[src/rtl/shuffle_sequencer.sv]
// shuffle_sequencer: turns start/stop/show button levels into a decelerating
// train of step pulses for an external 4-bit random generator, captures the
// value shown when a run ends, keeps a two-deep result history and selects
// which value the display shows (live shuffle, latest or previous result).
module shuffle_sequencer #(
  parameter int CNT_W         = 25,
  parameter int INIT_INTERVAL = 4,
  parameter int N_STEPS       = 16,
  parameter int SHOW_CYCLES   = 50
) (
  input  logic       i_clk,
  input  logic       i_rst_n,
  input  logic       i_start,
  input  logic       i_stop,
  input  logic       i_show,
  input  logic [3:0] i_rand,
  output logic       o_step,
  output logic [3:0] o_value,
  output logic       o_busy,
  output logic [1:0] o_state
);

  // Counter widths sized so each counter can reach its terminal value.
  localparam int STEP_W = $clog2(N_STEPS + 1);
  localparam int SHOW_W = $clog2(SHOW_CYCLES + 1);

  localparam logic [CNT_W-1:0]  INIT_IV   = CNT_W'(INIT_INTERVAL);
  localparam logic [CNT_W-1:0]  MAX_IV    = '1;
  localparam logic [CNT_W-1:0]  CNT_ONE   = CNT_W'(1);
  localparam logic [STEP_W-1:0] LAST_STEP = STEP_W'(N_STEPS - 1);
  localparam logic [STEP_W-1:0] STEP_ONE  = STEP_W'(1);
  localparam logic [SHOW_W-1:0] SHOW_LAST = SHOW_W'(SHOW_CYCLES - 1);
  localparam logic [SHOW_W-1:0] SHOW_ONE  = SHOW_W'(1);

  typedef enum logic [1:0] {
    S_IDLE = 2'd0,
    S_RUN  = 2'd1,
    S_DONE = 2'd2,
    S_SHOW = 2'd3
  } state_t;

  state_t state_q, state_d;

  // Button edge detection.
  logic start_prev_q, stop_prev_q, show_prev_q;
  logic start_edge, stop_edge, show_edge;

  // Run datapath.
  logic [CNT_W-1:0]  cnt_q;
  logic [CNT_W-1:0]  interval_q;
  logic [CNT_W-1:0]  interval_dbl;
  logic [CNT_W:0]    interval_wide;
  logic [STEP_W-1:0] steps_q;
  logic              step;
  logic              last_step;

  // Display and result history.
  logic [3:0]        value_q;
  logic [3:0]        value_d;
  logic [3:0]        last_res_q;
  logic [3:0]        prev_res_q;
  logic              have_res_q;

  // SHOW timer.
  logic [SHOW_W-1:0] show_cnt_q;
  logic              show_expired;

  // State transition qualifiers.
  logic              enter_run;
  logic              enter_done;
  logic              enter_show;

  assign start_edge = i_start & ~start_prev_q;
  assign stop_edge  = i_stop  & ~stop_prev_q;
  assign show_edge  = i_show  & ~show_prev_q;

  // A step fires on the last cycle of the current interval; this decodes only
  // registered state, so o_step never depends on a button input.
  assign step      = (state_q == S_RUN) && (cnt_q == (interval_q - CNT_ONE));
  assign last_step = step && (steps_q == LAST_STEP);

  // Interval doubles after each step and saturates at the counter maximum.
  assign interval_wide = {interval_q, 1'b0};
  assign interval_dbl  = interval_wide[CNT_W] ? MAX_IV : interval_wide[CNT_W-1:0];

  // The value loaded on a step edge is what the run captures if it ends now.
  assign value_d = step ? i_rand : value_q;

  assign show_expired = (show_cnt_q == SHOW_LAST);

  assign enter_run  = (state_d == S_RUN)  && (state_q != S_RUN);
  assign enter_done = (state_d == S_DONE) && (state_q == S_RUN);
  assign enter_show = (state_d == S_SHOW) && (state_q != S_SHOW);

  // Previous-level flops for the three buttons.
  // NOTE: every sequential block uses non-blocking assignments so all flops
  // sample pre-edge values regardless of block evaluation order.
  always_ff @(posedge i_clk) begin
    if (!i_rst_n) begin
      start_prev_q <= 1'b0;
      stop_prev_q  <= 1'b0;
      show_prev_q  <= 1'b0;
    end else begin
      start_prev_q <= i_start;
      stop_prev_q  <= i_stop;
      show_prev_q  <= i_show;
    end
  end

  // State register.
  always_ff @(posedge i_clk) begin
    if (!i_rst_n) begin
      state_q <= S_IDLE;
    end else begin
      state_q <= state_d;
    end
  end

  // Next-state logic; start has priority over show wherever both are legal.
  // NOTE: state_d gets its default before the case so no path infers a latch.
  always_comb begin
    state_d = state_q;
    unique case (state_q)
      S_IDLE: begin
        if (start_edge) begin
          state_d = S_RUN;
        end else if (show_edge) begin
          state_d = S_SHOW;
        end
      end
      S_RUN: begin
        if (stop_edge || last_step) begin
          state_d = S_DONE;
        end
      end
      S_DONE: begin
        if (start_edge) begin
          state_d = S_RUN;
        end else if (show_edge) begin
          state_d = S_SHOW;
        end
      end
      S_SHOW: begin
        if (start_edge) begin
          state_d = S_RUN;
        end else if (show_expired) begin
          state_d = have_res_q ? S_DONE : S_IDLE;
        end
      end
      default: state_d = S_IDLE;
    endcase
  end

  // Interval counter, interval register and step count for the running shuffle.
  always_ff @(posedge i_clk) begin
    if (!i_rst_n) begin
      cnt_q      <= '0;
      interval_q <= '0;
      steps_q    <= '0;
    end else if (enter_run) begin
      cnt_q      <= '0;
      interval_q <= INIT_IV;
      steps_q    <= '0;
    end else if (state_q == S_RUN) begin
      if (step) begin
        cnt_q      <= '0;
        interval_q <= interval_dbl;
        steps_q    <= steps_q + STEP_ONE;
      end else begin
        cnt_q      <= cnt_q + CNT_ONE;
      end
    end
  end

  // Live display value: follows the generator on each step, else holds.
  always_ff @(posedge i_clk) begin
    if (!i_rst_n) begin
      value_q <= 4'h0;
    end else begin
      value_q <= value_d;
    end
  end

  // Result history shifts once per completed run, including a same-cycle step.
  always_ff @(posedge i_clk) begin
    if (!i_rst_n) begin
      last_res_q <= 4'h0;
      prev_res_q <= 4'h0;
      have_res_q <= 1'b0;
    end else if (enter_done) begin
      prev_res_q <= last_res_q;
      last_res_q <= value_d;
      have_res_q <= 1'b1;
    end
  end

  // SHOW dwell timer; restarts only on entry, so repeated show edges are inert.
  always_ff @(posedge i_clk) begin
    if (!i_rst_n) begin
      show_cnt_q <= '0;
    end else if (enter_show) begin
      show_cnt_q <= '0;
    end else if (state_q == S_SHOW) begin
      show_cnt_q <= show_cnt_q + SHOW_ONE;
    end
  end

  // In DONE value_q already equals last_res, so only SHOW needs a separate source.
  assign o_value = (state_q == S_SHOW) ? prev_res_q : value_q;
  assign o_step  = step;
  assign o_busy  = (state_q == S_RUN);
  assign o_state = state_q;

endmodule

[config.mk]
export PLATFORM = sky130hd
export DESIGN_NAME = shuffle_sequencer
export DESIGN_NICKNAME = d
export VERILOG_FILES = /design/src/rtl/shuffle_sequencer.sv
export SDC_FILE = /design/constraint.sdc
export NUM_CORES = 1
export LEC_CHECK = 0
export ABC_AREA = 1
export CORE_UTILIZATION = 55
export DETAILED_ROUTE_END_ITERATION = 7
export PLACE_DENSITY = 0.77
export SLEW_MARGIN = 20
export SYNTH_ARGS = -nofsm -noshare
export SYNTH_HDL_FRONTEND = slang
export SYNTH_SLANG_ARGS = --single-unit
export TNS_END_PERCENT = 20
[constraint.sdc]
create_clock -name i_clk -period 2.75 [get_ports i_clk]
set_clock_uncertainty 0.2 [all_clocks]
set_input_delay 0.275 -clock i_clk [delete_from_list [all_inputs] [get_ports i_clk]]
set_output_delay 0.275 -clock i_clk [all_outputs]
set_load 0.005 [all_outputs]
==> metrics.txt <==
# TYPE chip_impl_metric gauge
chip_impl_metric{name="io-pin-count",unit=""} 17
chip_impl_metric{name="vias_per_cell",unit=""} 5.50
chip_impl_metric{name="fp.coreArea",unit="mm²"} 0.00818
chip_impl_metric{name="clk_path_buf_depth",unit=""} 2
chip_impl_info{name="cts_tree",value="done"} 1
chip_impl_metric{name="dr_total_vias",unit=""} 4727
chip_impl_metric{name="grt_pass1_vias",unit=""} 4361
chip_impl_metric{name="synthesis.nets",unit=""} 711
chip_impl_metric{name="cts_inserted_buffers",unit=""} 9
chip_impl_metric{name="timing.max_cap.violations",unit=""} 0
chip_impl_metric{name="postSynthRegisterBits",unit=""} 79
chip_impl_metric{name="compound_gate_portion_of_the_synthesized_area",unit="%"} 9.01
chip_impl_metric{name="ir_drop",unit="mV"} 0.535
chip_impl_metric{name="post-route-period-util",unit="%"} 97.3
chip_impl_metric{name="power.leakage",unit="nW"} 2.52
chip_impl_metric{name="die_area",unit="mm²"} 0.00881
chip_impl_metric{name="yosysWarningCount",unit=""} 0
chip_impl_info{name="ys.flop_type",value="sky130_fd_sc_hd__dfxtp_1"} 1
chip_impl_metric{name="clock_tree.htree_level_count",unit=""} 3
chip_impl_metric{name="ys_async_sr_fraction",unit="%"} 0
chip_impl_metric{name="detailed_place_hpwl",unit="µm"} 9410
chip_impl_metric{name="ctsHoldBuffers",unit=""} 0
chip_impl_info{name="synth_top_family_by_area",value="simple AND/OR/NAND/NOR gates"} 1
chip_impl_info{name="path_delay_family",value="simple AND/OR/NAND/NOR gates"} 1
chip_impl_metric{name="slew_viol_final",unit=""} 0
chip_impl_metric{name="final_period_minus_worst_setup_slack",unit="ns"} 2.68
chip_impl_metric{name="flow.area_growth_from_synthesis",unit="%"} 19.5
chip_impl_metric{name="maximum_number_of_pins_on_one_net_before_global_route_repair",unit=""} 18
chip_impl_metric{name="chipWidth",unit="µm"} 93.9
chip_impl_metric{name="postSynthAreaPerCell",unit="µm²"} 6.67
chip_impl_metric{name="critical_path.n_buffers_inverters",unit=""} 4
chip_impl_metric{name="grt_pass1_wl",unit="µm"} 20100
chip_impl_metric{name="intPower",unit="mW"} 1.65
chip_impl_metric{name="global_route.overflow_total",unit=""} 0
chip_impl_metric{name="die_h",unit="µm"} 93.9
chip_impl_metric{name="simple_gate_share_of_the_synthesized_area",unit="%"} 38.2
chip_impl_metric{name="initial_util",unit="%"} 56.8
chip_impl_metric{name="power.combinational.fraction",unit="%"} 14.9
chip_impl_metric{name="drt_first_pass_iters",unit=""} 5
chip_impl_metric{name="fin_total_pwr",unit="mW"} 2.31
chip_impl_info{name="crit_slowest_cell",value="sky130_fd_sc_hd__dfxtp_2"} 1
chip_impl_metric{name="muxShareOfSynthArea",unit="%"} 0
chip_impl_info{name="min-delay-path-class",value="in -> reg"} 1
chip_impl_info{name="synth_top_cells_by_area",value="sky130_fd_sc_hd__dfxtp_1, sky130_fd_sc_hd__nand2_1, sky130_fd_sc_hd__nor2_1, sky130_fd_sc_hd__inv_1, sky130_fd_sc_hd__xor2_1"} 1
chip_impl_metric{name="finalSetupTns",unit="ns"} 0
chip_impl_metric{name="antenna_violating_nets_post_route",unit=""} 0
chip_impl_metric{name="yosysSeqAreaShare",unit="%"} 34.1
chip_impl_metric{name="sequential_power_share",unit="%"} 50.7
chip_impl_metric{name="remaining_drc_errors",unit=""} 0
chip_impl_metric{name="synth_fa_ha_area_share",unit="%"} 1.62
chip_impl_metric{name="power.net_switching",unit="µW"} 658
chip_impl_metric{name="cts.reportedPaths.clkPinSlew",unit="ns"} 0.09
chip_impl_metric{name="drt-initial-drc-count",unit=""} 329
chip_impl_info{name="cp-end-kind",value="output port"} 1
chip_impl_metric{name="final.fill_count",unit=""} 711
chip_impl_info{name="unrepaired_setup_endpoints_after_global_routing",value="yes"} 1
chip_impl_info{name="status",value="complete, no violations"} 1
chip_impl_metric{name="cp_data_arrival_time",unit="ns"} 2.20
chip_impl_info{name="crit_path_cell_trace",value="inv_2 -> buf_4 -> nand3_4 -> nor2_4 -> nand2_1 -> nand2_1 -> nand2_1 -> nor2_1 -> nand4_1 -> nor2_1 -> nand4_1 -> inv_1 -> buf_2"} 1
chip_impl_metric{name="syn_area",unit="mm²"} 0.00464
chip_impl_metric{name="synth.distinct_cells",unit=""} 38
chip_impl_metric{name="netlist.area_leader.share",unit="%"} 34.1
chip_impl_metric{name="diodes",unit=""} 0
chip_impl_metric{name="netSwitchingFraction",unit="%"} 28.5
chip_impl_metric{name="slew_headroom",unit="%"} 54.0
chip_impl_metric{name="clock-sinks",unit=""} 79
chip_impl_metric{name="routed_wirelength",unit="µm"} 12200
chip_impl_metric{name="rows",unit=""} 33
chip_impl_metric{name="antenna_found_initial",unit=""} 0
chip_impl_metric{name="max_stage_delay",unit="ns"} 0.33
chip_impl_metric{name="place.gp.congestion",unit=""} 0.883
chip_impl_metric{name="synthesis.instances",unit=""} 696
chip_impl_info{name="crit_path_frequent_cell",value="sky130_fd_sc_hd__nand2_1"} 1
chip_impl_metric{name="hold_viol",unit=""} 0
chip_impl_metric{name="clock_latency",unit="ns"} 0.35
chip_impl_metric{name="drive_gt1_share",unit="%"} 16.4
chip_impl_metric{name="avg_wl_per_cell",unit="µm"} 14.2
chip_impl_metric{name="maxClockFrequency",unit="GHz"} 0.374
chip_impl_metric{name="synth_edf_count",unit=""} 0
chip_impl_metric{name="portBuffers",unit=""} 16
chip_impl_metric{name="nNetsFinal",unit=""} 765
chip_impl_info{name="cts-root-buf",value="sky130_fd_sc_hd__clkbuf_8"} 1
chip_impl_metric{name="pwr_density_cell",unit="mW/mm²"} 416
chip_impl_metric{name="post_synth_xor_area_fraction",unit="%"} 7.36
chip_impl_metric{name="worst_slew_pin_slew",unit="ns"} 0.682
chip_impl_metric{name="worst-path-max-fanout",unit=""} 8
chip_impl_info{name="critical_path.startpoint_type",value="flop"} 1
chip_impl_info{name="synth_top_cell_by_area",value="sky130_fd_sc_hd__dfxtp_1"} 1
chip_impl_metric{name="setup_viol",unit=""} 0
chip_impl_metric{name="grt.total_usage",unit="%"} 29.4
chip_impl_info{name="worst-setup-path-type",value="reg -> out"} 1
chip_impl_metric{name="pwr-share-clk",unit="%"} 34.4
chip_impl_metric{name="cp_data_required_time",unit="ns"} 2.28
power by group through the flow:
stage          registers (mW)  clock network [mW]  logic (mW)
2_1_floorplan            1.20                   0       0.211
6_report                 1.17               0.793       0.344
4_1_cts                  1.17               0.803       0.322
3_3_place_gp             1.20                   0       0.309
3_5_place_dp             1.20                   0       0.316
5_1_grt                  1.17               0.847       0.382
flip-flops by register name, indices dropped and copies added, names as in the netlist:
signal,flops
show_cnt_q,6
value_q,4
interval_q,25
o_state,2
show_prev_q,1
last_res_q,4
steps_q,5
prev_res_q,4
stop_prev_q,1
start_prev_q,1
cnt_q,25
have_res_q,1
worst reg2reg max path: cells and delay by family (launching register included):
family,cells,cell delay [ns]
and+or+nand+nor,10,1.21
AOI/OAI and AO/OA,1,0.08
DFF,1,0.33
buffers and inverters,5,0.66
synth_stat cells (2+ instances only):
library cell,instances
sky130_fd_sc_hd__nand2_4,2
sky130_fd_sc_hd__nand3b_1,7
sky130_fd_sc_hd__o21ai_0,33
sky130_fd_sc_hd__dfxtp_1,79
sky130_fd_sc_hd__xnor2_1,10
sky130_fd_sc_hd__nor3_2,2
sky130_fd_sc_hd__nor3_1,33
sky130_fd_sc_hd__inv_2,2
sky130_fd_sc_hd__inv_1,86
sky130_fd_sc_hd__nand3_2,2
sky130_fd_sc_hd__buf_6,6
sky130_fd_sc_hd__nand2_1,148
sky130_fd_sc_hd__a211oi_1,4
sky130_fd_sc_hd__ha_1,6
sky130_fd_sc_hd__nor2_2,9
sky130_fd_sc_hd__nor4_1,4
sky130_fd_sc_hd__o21ai_1,6
sky130_fd_sc_hd__clkbuf_1,9
sky130_fd_sc_hd__nand2_2,4
sky130_fd_sc_hd__nor2_4,6
sky130_fd_sc_hd__nand3_1,44
sky130_fd_sc_hd__a21oi_1,29
sky130_fd_sc_hd__nor2_1,103
sky130_fd_sc_hd__xor2_1,29
sky130_fd_sc_hd__nand4_1,18
sky130_fd_sc_hd__buf_4,2
sky130_fd_sc_hd__nor4b_1,2
cell families after synthesis:
family          Yosys count
buf+inv                 106
xor+xnor                 39
fa+ha+maj                 6
compound gates           78
simple gates            388
flops                    79
final timing paths:
path                            slack [ns]  cells after the start              to           from
worst max-delay path                  0.07                     13          o_step  interval_q[0]
worst min-delay path                  0.26                      3    start_prev_q        i_start
worst max register to register        0.14                     16  interval_q[16]  interval_q[0]
worst min register to register        0.29                      2      steps_q[3]     steps_q[3]
per-layer routing:
| layer | wire [µm] | share of wire (%) | global-route usage [%] |
|---|---|---|---|
| met1 | 5730 | 47 | 41.0 |
| met2 | 5340 | 44 | 45.0 |
| met3 | 929 | 7.6 | 6.07 |
| met4 | 243 | 2.0 | 9.23 |
| met5 | 0 | 0 | 0 |
cell type report:
class | instances | area [µm²] | share of cell area [%]
Clock buffer | 10 | 138 | 2.48
Clock inverter | 6 | 43.8 | 0.790
Inverter | 88 | 333 | 6.00
Multi-Input combinational cell | 512 | 2770 | 49.9
Sequential cell | 79 | 1600 | 28.8
Tap cell | 105 | 131 | 2.37
Timing Repair Buffer | 60 | 538 | 9.70
cell usage in the layout (no fill, tap or decap), types with 4 or more instances in the layout:
master	n
sky130_fd_sc_hd__a211oi_1	4
sky130_fd_sc_hd__a21oi_1	28
sky130_fd_sc_hd__buf_4	37
sky130_fd_sc_hd__buf_6	4
sky130_fd_sc_hd__clkbuf_8	10
sky130_fd_sc_hd__clkdlybuf4s50_1	15
sky130_fd_sc_hd__dfxtp_1	72
sky130_fd_sc_hd__dfxtp_2	4
sky130_fd_sc_hd__ha_1	5
sky130_fd_sc_hd__inv_1	84
sky130_fd_sc_hd__nand2_1	142
sky130_fd_sc_hd__nand2_2	10
sky130_fd_sc_hd__nand3_1	41
sky130_fd_sc_hd__nand3b_1	7
sky130_fd_sc_hd__nand4_1	18
sky130_fd_sc_hd__nor2_1	95
sky130_fd_sc_hd__nor2_2	12
sky130_fd_sc_hd__nor2_4	12
sky130_fd_sc_hd__nor3_1	32
sky130_fd_sc_hd__nor4_1	4
sky130_fd_sc_hd__o21ai_0	27
sky130_fd_sc_hd__o21ai_1	12
sky130_fd_sc_hd__xnor2_1	10
sky130_fd_sc_hd__xor2_1	27
stage by stage:
step,worst slack [ns],std cells,util (%),hold slack [ns],cell area [µm²]
after global placement,-0.0546,838,62.9,0.255,5140
after global routing,-0.0711,860,67.8,0.304,5550
after floorplan,0.237,696,-,0.168,4640
after CTS,-0.0115,858,66.2,0.256,5410
final,0.0749,860,67.8,0.261,5550
after detailed placement,-0.0994,838,62.9,0.277,5140
repair_timing:
| item | in CTS | in global routing |
|---|---|---|
| gates cloned | 1 | 0 |
| buffers inserted | 5 | 3 |
| pin swaps | 9 | 19 |
| setup endpoints to repair | 9 | 67 |
| gates resized for setup | 19 | 42 |
(Power assumes the default switching activity.)
==> variant 1 (config.mk and constraints unchanged) <==
Reset style: asynchronous (`i_rst_n`), changed in 6 clocked blocks.
--- a/src/rtl/shuffle_sequencer.sv
+++ b/src/rtl/shuffle_sequencer.sv
@@ -96,5 +96,5 @@
   // NOTE: every sequential block uses non-blocking assignments so all flops
   // sample pre-edge values regardless of block evaluation order.
-  always_ff @(posedge i_clk) begin
+  always_ff @(posedge i_clk or negedge i_rst_n) begin
     if (!i_rst_n) begin
       start_prev_q <= 1'b0;
@@ -109,5 +109,5 @@
 
   // State register.
-  always_ff @(posedge i_clk) begin
+  always_ff @(posedge i_clk or negedge i_rst_n) begin
     if (!i_rst_n) begin
       state_q <= S_IDLE;
@@ -153,5 +153,5 @@
 
   // Interval counter, interval register and step count for the running shuffle.
-  always_ff @(posedge i_clk) begin
+  always_ff @(posedge i_clk or negedge i_rst_n) begin
     if (!i_rst_n) begin
       cnt_q      <= '0;
@@ -174,5 +174,5 @@
 
   // Live display value: follows the generator on each step, else holds.
-  always_ff @(posedge i_clk) begin
+  always_ff @(posedge i_clk or negedge i_rst_n) begin
     if (!i_rst_n) begin
       value_q <= 4'h0;
@@ -183,5 +183,5 @@
 
   // Result history shifts once per completed run, including a same-cycle step.
-  always_ff @(posedge i_clk) begin
+  always_ff @(posedge i_clk or negedge i_rst_n) begin
     if (!i_rst_n) begin
       last_res_q <= 4'h0;
@@ -196,5 +196,5 @@
 
   // SHOW dwell timer; restarts only on entry, so repeated show edges are inert.
-  always_ff @(posedge i_clk) begin
+  always_ff @(posedge i_clk or negedge i_rst_n) begin
     if (!i_rst_n) begin
       show_cnt_q <= '0;
Behaviour: differs if i_rst_n is asserted again (counterexample within 4 cycles, from zero or initial values and one cycle with i_rst_n low); with i_rst_n held inactive, the same outputs for 10 cycles.
==> variant 1 against the original RTL <==
The flow now finishes with violations (setup timing). Area after synthesis is 20% higher. Routed wire length is 36% higher. Sequential cell count stayed put. Final area is 27% higher. Worst setup slack worse by 0.30 ns. Die area is 20% higher. Count of clock-buffer cells in the layout is 1 higher. Critical path type is now reg -> reg. Largest cell class unchanged.
Power is left out: it rests on default switching activity, and per cell area and clock period it moved more than threefold.
==> variant 1: results (changes against the original RTL) <==
Mapped Cells 797 (+15%); DP Wirelength 11.6 mm (+23%); Layout fillers 824 (+16%); Slew headroom 51.4% (-2.6 points); Worst Setup EP interval_q[14]; crit path from interval_q[3]; WL met3 774 um (-17%); Post-Syn Nets 812 (+14%); Final #Nets 903 (+18%); post-DR wirelength/cell 16.2 um (+14%); Crit Path Max Fanout 6 (-2); reg2reg path depth 19 (+3); met2 usage 55.0% (+10 points); Routability Congestion 0.954 (+8.1%); layout cells sized above 1 26.9% (+10 points); fin worst setup slack -0.221 ns (-0.296 ns); CP peak stage delay 0.41 ns (+0.08 ns); Post-synth top cells 217 x nand2_1, 118 x inv_1, 84 x nor2_1; Hold Path Cell Cnt 1 (-2); DR vias/cell 5.46 (-0.70%); met1 wire length 6.94 mm (+21%); status finished with violations; FFs w/ async S/R, synth 100% (+100 points); total negative slack -6.51 ns (-6.51 ns); area post-placement 0.00630 mm^2 (+23%); Pre-Repair DR Iteration Count 7 (+2); Total GRT Usage 32.6% (+3.2 points); failing checks setup timing; clk_lat worst skew 0.38 ns (+0.03 ns); met3 Use GR 7.59% (+1.5 points); fin cells 1026 (+19%); hold_sp i_show; Finish-stage setup viols 61 (+61); M1 GR Usage 38.4% (-2.6 points); Placed Instances 994 (+19%)
## variant 1: cell families (layout without fill, tap and decap cells)
logic type,Yosys count,after routing,share of synthesized area (%)
buffers and inverters,147,243,10.8
AND/OR/NAND/NOR,445,445,36.8
AO/OA/AOI/OAI,87,87,9.88
XOR/XNOR,33,33,5.68
flip-flops,79,79,35.5
adder cells (fa/ha/maj),6,6,1.35
## variant 1: layout make-up
cell class	instances	share of cell area, %
Clock buffer	11	2.01
Clock inverter	5	0.586
Tap cell	133	2.36
Timing Repair Buffer	102	13.5
Multi-Input combinational cell	571	46.9
Sequential cell	79	28.1
Inverter	125	6.66
## variant 1: what timing repair did
item / CTS / global route
gates cloned: 3 / 0
buffers inserted: 7 / 5
endpoints found under the setup margin: 69 / 74
resized for setup: 51 / 72
hold buffers: 1 / 0
hold endpoints to repair: 79 / 0
pin swaps: 14 / 29
==> variant 2 (same flow settings) <==
Without the edit above. Set the parameter `SHOW_CYCLES` to 25 (it was 50).
--- a/src/rtl/shuffle_sequencer.sv
+++ b/src/rtl/shuffle_sequencer.sv
@@ -7,5 +7,5 @@
   parameter int INIT_INTERVAL = 4,
   parameter int N_STEPS       = 16,
-  parameter int SHOW_CYCLES   = 50
+  parameter int SHOW_CYCLES   = 25
 ) (
   input  logic       i_clk,
Check against the original RTL: same outputs for any inputs over 10 cycles, from zero or initial values and one cycle with i_rst_n low; that may be too few to reach the edited logic, so the function may still have changed.
==> variant 2 against the original RTL <==
The run now ends with setup timing left. Worst setup slack worse by 0.15 ns. Total power rose by 4.8%. Sequential cell count shrank 1. Cell count up 3.8%. Critical path depth decreased by 1. Critical path type unchanged. Final area rose by 7.0%. Area after synthesis rose by 1.4%. Clock power grew 5.8%. Routed wire length up 9.7%. Non-clock buffer count up 19. Global-route usage rose by 1.8 points. Register-to-register slack lost 0.17 ns. Highest routed layer unchanged.
==> variant 2: results (changes against the original RTL) <==
Bufs on Longest Clock Path 2 (unchanged); DR vias/cell 5.50 (about the same); Routability Congestion 0.994 (+13%); M1 GR Usage 43.8% (+2.7 points); Seq/Total Area, Yosys 33.2% (-0.89 points); Power Internal 1690 uW (+2.5%); Worst Path Arrival 2.35 ns (+0.15 ns); Distinct cells, synth 40 (+5.3%); H-Tree Depth 3 (unchanged); Most Crowded Layer GR met2; static leakage 0.00269 uW (+7.1%); Post-synth top cells 150 x nand2_1, 100 x inv_1, 93 x nor2_1; Pre-Repair DR Iteration Count 5 (unchanged); largest net degree at the start of global routing 21 (+3); biggest regs cnt_q: 25 flops, interval_q: 25 flops; initial antenna violation count 0 (unchanged); Tightest Hold Check Type in -> reg; FFs w/ async S/R, synth 0% (unchanged); drt first-iter violations 471 (+43%); number of global-route vias before repair 4428 (+1.5%); primary flip-flop cell chosen by synthesis mapping dfxtp_1; Worst-path clk slew 0.09 ns (about the same); failing checks setup timing; clk_lat worst skew 0.36 ns; area post-placement 0.00530 mm^2 (+3.1%); CTS root buf clkbuf_8; post-DR wirelength/cell 15.0 um (+5.6%); fin worst setup slack -0.0786 ns (-0.154 ns); Crit Path Max Fanout 4 (-4); Placed Instances 864 (+3.1%); DP Wirelength 9.89 mm (+5.1%); VDD IR max 0.404 mV (-24%); antenna cells 0 (unchanged); Num CTS Buffers 9 (unchanged); Final #Nets 798 (+4.3%); layout cells sized above 1 23.1% (+6.7 points); number of buffers added on ports 16 (unchanged); pre-CTS setup slack -0.200 ns (-0.101 ns); met2 usage 47.0% (+2.0 points); synth warn 0 (unchanged); Slew headroom 60.7% (+6.7 points); via count 4910 (+3.9%); met3 Use GR 7.00% (+0.94 points); Layout fillers 672 (-5.5%); Finish-stage setup viols 17 (+17); status finished with violations; Syn Area/Cell 6.64 um^2 (-0.34%); Post-Syn Nets 723 (+1.7%); Synth area leaders dfxtp_1 33%, nand2_1 12%, inv_1 8.0%; Hold Path Cell Cnt 3 (unchanged); global-route wire length before repair 21.4 mm (+6.1%); reg2reg path depth 15 (-1); Total GRT Usage 31.2% (+1.8 points)
## variant 2: changes by cell type in the layout (fill, tap and decap cells not counted), moves of 5 or more
cell / before / now
nand2_2: 10 / 15
o21ai_0: 27 / 34
a21oi_1: 28 / 34
nand2_4: 1 / 8
nor2_1: 95 / 78
buf_4: 37 / 55
nand2_1: 142 / 133
nor2_2: 12 / 19
inv_1: 84 / 97
o21ai_2: 0 / 6
## variant 2: critical path, cell delays in order (launching register included)
cell and delay, ns:
dfxtp_4 0.38, nor2_4 0.24, nand2_8 0.11, o21ai_1 0.30
nand2_1 0.11, nand2_1 0.12, nand3_2 0.10, nor2_4 0.11
nand2_2 0.07, nor3_4 0.18, nand4_2 0.11, inv_1 0.07
buf_2 0.10
## variant 2: metrics by stage
step | total power (uW) | setup TNS, ns
6_report | 2420 | -0.258
5_1_grt | 2520 | -7.50
4_1_cts | 2380 | 0
3_5_place_dp | 1530 | -1.23
3_3_place_gp | 1520 | -1.82
2_1_floorplan | 1410 | 0
## variant 2: cells by family after synthesis
group           share of synthesized area [%]
simple gates                             37.6
buf+inv                                  10.5
compound gates                           10.9
flops                                    33.2
xor+xnor                                 6.30
fa+ha+maj                                1.60
## variant 2: area by class of cell
cell class                      instances  area [um^2]  share of cell area, %
Clock inverter                          5         40.0                  0.674
Sequential cell                        78         1570                   26.5
Clock buffer                           11          151                   2.55
Multi-Input combinational cell        514         2970                   50.0
Tap cell                              105          131                   2.21
Inverter                              101          382                   6.43
Timing Repair Buffer                   79          688                   11.6
## variant 2: timing repair
item / 4_1_cts / 5_1_grt
gates cloned: 0 / 1
pin swaps: 9 / 26
resized for setup: 26 / 79
setup buffers: 4 / 8
setup endpoints to repair: 47 / 54
hold endpoints to repair: 0 / 0
## variant 2: power groups by stage
stage	logic [uW]	clock network [uW]	registers, uW
after CTS	365	851	1160
after detailed placement	343	0	1190
after global placement	338	0	1190
after floorplan	229	0	1180
final	421	839	1160
after global routing	464	897	1160
## variant 2: worst paths after layout
check / startpoint / endpoint / slack (ns)
setup / recovery: interval_q[3] / o_step / -0.08
hold / removal: i_start / start_prev_q / 0.27
setup reg to reg: interval_q[3] / interval_q[23] / -0.03
hold reg to reg: steps_q[3] / steps_q[3] / 0.29
## variant 2: layer usage
metal  vias up  part of all wire (%)
met4         0                   2.4
met5         -                     0
met2       201                    44
li1       2428                     -
met1      2245                    45
met3        36                   8.2
